[config.mk]
export PLATFORM = sky130hd
export DESIGN_NAME = router_fsm_ctrl
export DESIGN_NICKNAME = d
export VERILOG_FILES = /design/src/rtl/router_fsm_ctrl.sv
export SDC_FILE = /design/constraint.sdc
export NUM_CORES = 1
export LEC_CHECK = 0
export ABC_CLOCK_PERIOD_IN_PS = 1800
export BUFFER_PORTS_ARGS = -buffer_cell sky130_fd_sc_hd__buf_2
export CAP_MARGIN = 10
export CORE_AREA = 2 2 39 41
export CTS_CLUSTER_SIZE = 24
export DETAILED_ROUTE_END_ITERATION = 6
export DIE_AREA = 0 0 41 43
export MAX_ROUTING_LAYER = met4
export PLACE_DENSITY = 0.68
export SLEW_MARGIN = 20
export SYNTH_ARGS = -nofsm -noshare
export SYNTH_HDL_FRONTEND = slang
export SYNTH_SLANG_ARGS = --single-unit
[constraint.sdc]
create_clock -name clk -period 1.8 [get_ports clk]
set_input_delay 0.27 -clock clk [delete_from_list [all_inputs] [get_ports clk]]
set_output_delay 0.27 -clock clk [all_outputs]
set_load 0.05 [all_outputs]
[src/rtl/router_fsm_ctrl.sv]
// Purpose : packet-reception controller for the 1x3 router (header decode, payload load,
//           FIFO-full stall, parity check) driving the register block and synchronizer.
// Latency : Moore FSM; header seen in DECODE_ADDRESS at cycle n -> lfd_state at n+1, ld_state at n+2.
// Backpressure: fifo_full stalls the packet in FIFO_FULL_STATE; a busy destination FIFO holds the
//           header in WAIT_TILL_EMPTY (optionally abandoned after WAIT_TIMEOUT cycles).
//
// Ports:
//   clk, rst                  clock (rising edge) and synchronous active-low reset
//   pkt_valid, din[1:0]       packet framing and destination address (header bits [1:0])
//   fifo_full                 full flag of the selected FIFO
//   fifo_empty_0/1/2          empty flags of output FIFOs
//   soft_reset_0/1/2          per-port read-timeout soft resets
//   parity_done, low_pkt_valid  status from the register block
//   detect_addr, lfd_state, ld_state, laf_state, full_state, write_enb_reg, rst_int_reg, busy
//                             state decodes for register block / synchronizer
//   drop_pkt                  one-cycle pulse when a waiting packet is abandoned on timeout
//
// Build option: define ROUTER_FSM_TIMEOUT_EN to enable the WAIT_TILL_EMPTY timeout; when
// undefined the FSM waits indefinitely and drop_pkt is tied low.

module router_fsm_ctrl #(
  parameter int WAIT_TIMEOUT = 64,
  parameter int CNT_W        = 7
) (
  input  logic       clk,
  input  logic       rst,
  input  logic       pkt_valid,
  input  logic [1:0] din,
  input  logic       fifo_full,
  input  logic       fifo_empty_0,
  input  logic       fifo_empty_1,
  input  logic       fifo_empty_2,
  input  logic       soft_reset_0,
  input  logic       soft_reset_1,
  input  logic       soft_reset_2,
  input  logic       parity_done,
  input  logic       low_pkt_valid,
  output logic       detect_addr,
  output logic       lfd_state,
  output logic       ld_state,
  output logic       laf_state,
  output logic       full_state,
  output logic       write_enb_reg,
  output logic       rst_int_reg,
  output logic       busy,
  output logic       drop_pkt
);

  typedef enum logic [2:0] {
    DECODE_ADDRESS     = 3'd0,
    LOAD_FIRST_DATA    = 3'd1,
    LOAD_DATA          = 3'd2,
    LOAD_PARITY        = 3'd3,
    FIFO_FULL_STATE    = 3'd4,
    LOAD_AFTER_FULL    = 3'd5,
    WAIT_TILL_EMPTY    = 3'd6,
    CHECK_PARITY_ERROR = 3'd7
  } state_t;

  state_t     state, next_state;
  logic [1:0] addr_q;
  logic       din_empty;   // empty flag of the port addressed by the incoming header
  logic       sel_empty;   // empty flag of the latched destination
  logic       sel_soft;    // soft reset of the latched destination
  logic       timed_out;

  // Header address selects the empty flag directly; address 3 never matches.
  always_comb begin
    din_empty = 1'b0;
    case (din)
      2'd0:    din_empty = fifo_empty_0;
      2'd1:    din_empty = fifo_empty_1;
      2'd2:    din_empty = fifo_empty_2;
      default: din_empty = 1'b0;
    endcase
  end

  // addr_q can only be 3 while in DECODE_ADDRESS, where these selects are not used.
  always_comb begin
    sel_empty = fifo_empty_0;
    sel_soft  = soft_reset_0;
    case (addr_q)
      2'd1: begin
        sel_empty = fifo_empty_1;
        sel_soft  = soft_reset_1;
      end
      2'd2: begin
        sel_empty = fifo_empty_2;
        sel_soft  = soft_reset_2;
      end
      default: begin
        sel_empty = fifo_empty_0;
        sel_soft  = soft_reset_0;
      end
    endcase
  end

  always_ff @(posedge clk) begin
    if (!rst)
      addr_q <= 2'd0;
    else if (state == DECODE_ADDRESS && pkt_valid)
      addr_q <= din;
  end

`ifdef ROUTER_FSM_TIMEOUT_EN
  logic [CNT_W-1:0] wait_cnt;

  // Cleared on entry to WAIT_TILL_EMPTY, counts every cycle spent there.
  always_ff @(posedge clk) begin
    if (!rst)
      wait_cnt <= '0;
    else if (state != WAIT_TILL_EMPTY && next_state == WAIT_TILL_EMPTY)
      wait_cnt <= '0;
    else if (state == WAIT_TILL_EMPTY)
      wait_cnt <= wait_cnt + 1'b1;
  end

  assign timed_out = (state == WAIT_TILL_EMPTY) && (wait_cnt == CNT_W'(WAIT_TIMEOUT));
  // An empty FIFO or a soft reset in the same cycle means the packet is not dropped.
  assign drop_pkt  = timed_out && !sel_empty && !sel_soft;
`else
  assign timed_out = 1'b0;
  assign drop_pkt  = 1'b0;
`endif

  // State register
  always_ff @(posedge clk) begin
    if (!rst)
      state <= DECODE_ADDRESS;
    else
      state <= next_state;
  end

  // Next-state logic
  always_comb begin
    next_state = state;
    case (state)
      DECODE_ADDRESS: begin
        if (pkt_valid && din != 2'd3)
          next_state = din_empty ? LOAD_FIRST_DATA : WAIT_TILL_EMPTY;
      end
      LOAD_FIRST_DATA: next_state = LOAD_DATA;
      LOAD_DATA: begin
        if (fifo_full)
          next_state = FIFO_FULL_STATE;
        else if (!pkt_valid)
          next_state = LOAD_PARITY;
      end
      FIFO_FULL_STATE: begin
        if (!fifo_full)
          next_state = LOAD_AFTER_FULL;
      end
      LOAD_AFTER_FULL: begin
        if (parity_done)
          next_state = DECODE_ADDRESS;
        else if (low_pkt_valid)
          next_state = LOAD_PARITY;
        else
          next_state = LOAD_DATA;
      end
      LOAD_PARITY: next_state = CHECK_PARITY_ERROR;
      CHECK_PARITY_ERROR: next_state = fifo_full ? FIFO_FULL_STATE : DECODE_ADDRESS;
      WAIT_TILL_EMPTY: begin
        if (sel_empty)
          next_state = LOAD_FIRST_DATA;
        else if (timed_out)
          next_state = DECODE_ADDRESS;
      end
      default: next_state = DECODE_ADDRESS;
    endcase
    // A soft reset of the destination port abandons the packet from any active state.
    if (state != DECODE_ADDRESS && sel_soft)
      next_state = DECODE_ADDRESS;
  end

  // Output decode
  always_comb begin
    detect_addr   = 1'b0;
    lfd_state     = 1'b0;
    ld_state      = 1'b0;
    laf_state     = 1'b0;
    full_state    = 1'b0;
    write_enb_reg = 1'b0;
    rst_int_reg   = 1'b0;
    busy          = 1'b1;
    case (state)
      DECODE_ADDRESS: begin
        detect_addr = 1'b1;
        busy        = 1'b0;
      end
      LOAD_FIRST_DATA: lfd_state = 1'b1;
      LOAD_DATA: begin
        ld_state      = 1'b1;
        write_enb_reg = 1'b1;
        busy          = 1'b0;
      end
      LOAD_PARITY: write_enb_reg = 1'b1;
      FIFO_FULL_STATE: full_state = 1'b1;
      LOAD_AFTER_FULL: begin
        laf_state     = 1'b1;
        write_enb_reg = 1'b1;
      end
      WAIT_TILL_EMPTY: busy = 1'b1;
      CHECK_PARITY_ERROR: rst_int_reg = 1'b1;
      default: busy = 1'b1;
    endcase
  end

endmodule
Word-level counts from Yosys, hierarchy flattened

Cells that the tools add are included.

Mux-type cells: 21
Reductions and logical operators: 10
Eq/ne operators: 16
Bitwise operators: 1

Operator list:

| operator                                                         | count |
|---|---|
| 3-bit case mux with 8 select lines                               | 1 |
| 3-bit two-way mux                                                | 7 |
| 3-bit == test (second input constant)                            | 4 |
| 1-bit two-way mux                                                | 9 |
| 3-bit by 2-bit == test with 1-bit output (second input constant) | 2 |
| 2-bit != test (second input constant)                            | 3 |
| 2-bit by 1-bit == test with 1-bit output (second input constant) | 2 |
| 2-bit == test (second input constant)                            | 2 |
| 1-bit case mux with 2 select lines                               | 2 |
| 4-bit AND reduction                                              | 1 |
| 2-bit OR reduction                                               | 2 |
| 3-bit by 1-bit == test with 1-bit output (second input constant) | 1 |
| 1-bit logical AND                                                | 3 |
| 3-bit logical NOT                                                | 1 |
| 3-bit != test (second input constant)                            | 1 |
| 1-bit case mux with 3 select lines                               | 1 |
| 3-bit nonzero test                                               | 1 |
| 3-bit OR reduction                                               | 1 |
| 2-bit logical NOT                                                | 1 |
| 2-bit two-way mux                                                | 1 |
| 2-bit by 1-bit != test with 1-bit output (second input constant) | 1 |
| 1-bit NOT                                                        | 1 |

Output and inout bits: 9
Logic and storage cells: 50
Bits of input ports: 14
Register bits: 5

Longest topological paths before layout

Depth in word-level cells: 5
Gate-level depth with buffers: 6
Gate-level depth less buffers: 6

Least setup slack after synthesis

OpenSTA, ideal clock, no wires.

Path type: register -> register
Start point: register state[2]
End point: register state[2]
Period minus slack after synthesis: 2.414 ns
Arrival: 2.295 ns
Cell stages (with the launch flop): 6
Required time: 1.681 ns
Setup time: 0.119 ns
Setup slack: -0.614 ns
Path through: dfxtp_1 > buf_4 > nor3b_1 > nand3b_1 > nor2b_1 > o221a_1

Word-level cells in the longest chain between the ends: 3
Elaborated cells on any way between the ends: 17
Those cells by class: 11 x eq/ne; 1 x mux; 5 x reduce/logical

RTL lines:

| element                                                                    | line | text |
|---|---|---|
| start, declared                                                            | 60   | `state_t state, next_state;` |
| start signal, assigned                                                     | 131  | `state <= next_state;` |
| 3-bit by 2-bit == test with 1-bit output, or another cell as far along     | 137  | `case (state)` |
| 3-bit != test (no line), or another cell as far along                      | --   |  |
| 4-bit AND reduction (no line) / 2-bit OR reduction (equally long branches) | --   |  |

Several ways; a longest one is shown, not always the timed one.
A chain may end at the register's enable or synchronous reset.

Final worst setup path

Start point: register state[2]
End point: output full_state

Word-level cells in the longest chain between the ends: 2

RTL lines:

| element           | line | text |
|---|---|---|
| 3-bit == test     | 186  | `case (state)` |
| 1-bit two-way mux | 186  |  |
| end, declared     | 42   | `output logic full_state,` |

Every way passes these cells.

==> impl_metrics.json <==
{
  "outcome": "completed",
  "die-area_um2": 1760,
  "gp_congestion": 0.713,
  "num-nets-final": 103,
  "path_class": "reg -> out",
  "synth_compound_area_share_pct": 28.9,
  "fin_skew_ns": 0.00366,
  "drc": 0,
  "pin_count": 23,
  "dp_hpwl_um": 926,
  "io_buffers": 21,
  "yosysUniqueCellTypes": 33,
  "clkLatencyLatePin_ns": 0.24,
  "drt_first_pass_iters": 4,
  "yosys.area_share.simple_pct": 33.7,
  "min_period_ns": 1.71,
  "fmax_mhz": 584,
  "cp_max_fo": 11,
  "holdBufCountCts": 0,
  "grt_overflow": 0,
  "synth_fa_ha_area_share_pct": 4.78,
  "clk_pin_slew_ns": 0.04,
  "grt_max_degree": 12,
  "antenna_found_initial": 0,
  "rsz0062_at_grt": "no",
  "die_h_um": 43,
  "multi_input_area_um2": 372,
  "wl_per_cell_um": 11.0,
  "critPathCaptureType": "output port",
  "syn_area_um2": 523,
  "cts_htree_levels": 1,
  "synth_cells": 65,
  "avgSynthCellArea_um2": 8.05,
  "cts_buffers": 3,
  "synth_mux_area_share_pct": 1.91,
  "synth_top_family_by_area": "simple AND/OR/NAND/NOR gates",
  "clock_path_buffers": 2,
  "layout_commonest_cell": "buf_2",
  "cp.required_ns": 1.53,
  "via_per_inst": 5.22,
  "leakage_nw": 0.293,
  "vias": 532,
  "syn_nets": 81,
  "synth-xor-area-share_pct": 0,
  "ir_drop_mv": 0.720,
  "grt_pass1_vias": 468,
  "ant_nets": 0,
  "layout_common_cells": "buf_2, nand2_1, nor2_1, inv_1, dfxtp_1",
  "grt_pass1_wl_um": 1880,
  "wirelength_um": 1120,
  "drive_gt1_share_pct": 40.7,
  "root_buffer": "clkbuf_4",
  "setup_violations": 0,
  "seqCellArea_um2": 101,
  "fin_area_um2": 643,
  "die_w_um": 41,
  "cts.sinks": 5,
  "timing.final.crit_share_pct": 95.1,
  "core_area_um2": 1380,
  "antenna_cells": 0,
  "total_power_w": 0.00107,
  "postPlaceCellArea_um2": 616,
  "fill_cells": 150,
  "gr-usage-all-layers_pct": 15.9,
  "final_max_slew_viol_count": 0,
  "areaGrowthSynthToFinish_pct": 23.0,
  "drt_iter0_drc": 14,
  "start_kind": "flop",
  "start_util_pct": 37.8,
  "max_cap_violations": 0,
  "cts_tree": "yes",
  "ys_seq_area_share_pct": 19.1,
  "ys_ff_latch": 5,
  "worstPathArrival_ns": 1.44,
  "hold_class": "in -> reg",
  "postCtsSetupRepairBufs": 0,
  "yosys_warnings": 0,
  "pwr_density_cell_nw_per_um2": 1670,
  "hold_violations": 0,
  "rows": 14
}
synthesized netlist by cell type:
master	number	area (um2)
buf_4	2	15.0
nand3b_1	2	15.0
nor2b_1	2	12.5
nor3_4	1	16.3
a22oi_1	1	7.51
buf_6	2	22.5
o211ai_1	1	7.51
or2_2	1	6.26
nor3b_1	1	7.51
a221oi_1	1	8.76
nand3_1	2	10.0
o21a_1	1	7.51
o31ai_1	1	7.51
and2b_2	2	17.5
a21boi_0	2	15.0
inv_1	4	15.0
o221a_1	1	11.3
a2111oi_2	1	15.0
o2111ai_1	1	8.76
mux2i_1	1	10.0
a311o_1	1	10.0
ha_1	2	25.0
dfxtp_1	5	100
inv_2	1	3.75
nand4b_2	1	15.0
or2b_1	1	7.51
nor2_1	6	22.5
a311oi_4	1	26.3
nand2_1	10	37.5
conb_1	1	3.75
a31oi_1	1	6.26
o21ai_0	4	20.0
or2_4	1	8.76
through the flow:
| stage | utilization [%] | cells | setup TNS [ns] | hold slack, ns | worst slack (ns) |
|---|---|---|---|---|---|
| after CTS | 46.4 | 102 | 0 | 0.302 | 0.0538 |
| after floorplan | - | 65 | -0.0409 | 0.424 | -0.0409 |
| after detailed placement | 44.5 | 98 | 0 | 0.485 | 0.223 |
| after global routing | 46.5 | 102 | 0 | 0.312 | 0.00357 |
| final | 46.5 | 102 | 0 | 0.304 | 0.0884 |
| after global placement | 44.5 | 98 | 0 | 0.472 | 0.275 |
kinds of logic after synthesis:
logic type / count (synthesis)
flops: 5
simple gates: 30
buf+inv: 9
compound gates: 17
fa+ha+maj: 2
mux: 1
other cells: 1
path summary, 6_finish.rpt:
path                  start         end  slack, ns  depth (start not counted)
setup / recovery   state[2]  full_state       0.09                          3
hold / removal          rst   addr_q[0]       0.30                          2
setup reg to reg  addr_q[0]    state[1]       0.25                          6
hold reg to reg   addr_q[0]   addr_q[0]       0.48                          2
timing repair:
action	in CTS	in global routing
hold endpoints to repair	0	0
resized for setup	0	1
setup endpoints to repair	0	2
power by group:
part           internal, W  switching, W  leakage (nW)
clock network    0.0000837     0.0000447        0.0150
registers         0.000148     0.0000797        0.0415
logic             0.000253      0.000465         0.236
state kept, by name (all words and copies together) (netlist names):
signal	cells
addr_q	2
state	3
metal layers:
layer | vias to the layer above | part of all wire [%] | track usage, %
li1 | 272 | - | -
met1 | 239 | 45 | 19.7
met2 | 21 | 46 | 23.8
met3 | 0 | 9.1 | 6.28
met4 | 0 | 0 | 4.00
met5 | - | 0 | -
worst max-delay path, cell delays in order, from the launching register on:
cell,delay [ns]
dfxtp_1,0.58
inv_2,0.17
nor2_1,0.17
buf_2,0.28
final cells by class:
class,instances,share of cell area [%]
repair buffers,21,16.3
multi-input cells,51,57.8
inverters,5,2.92
well taps,16,3.11
clock buffers,4,4.09
flip-flops and latches,5,15.8
No activity file was read; power rests on OpenSTA's default activity.
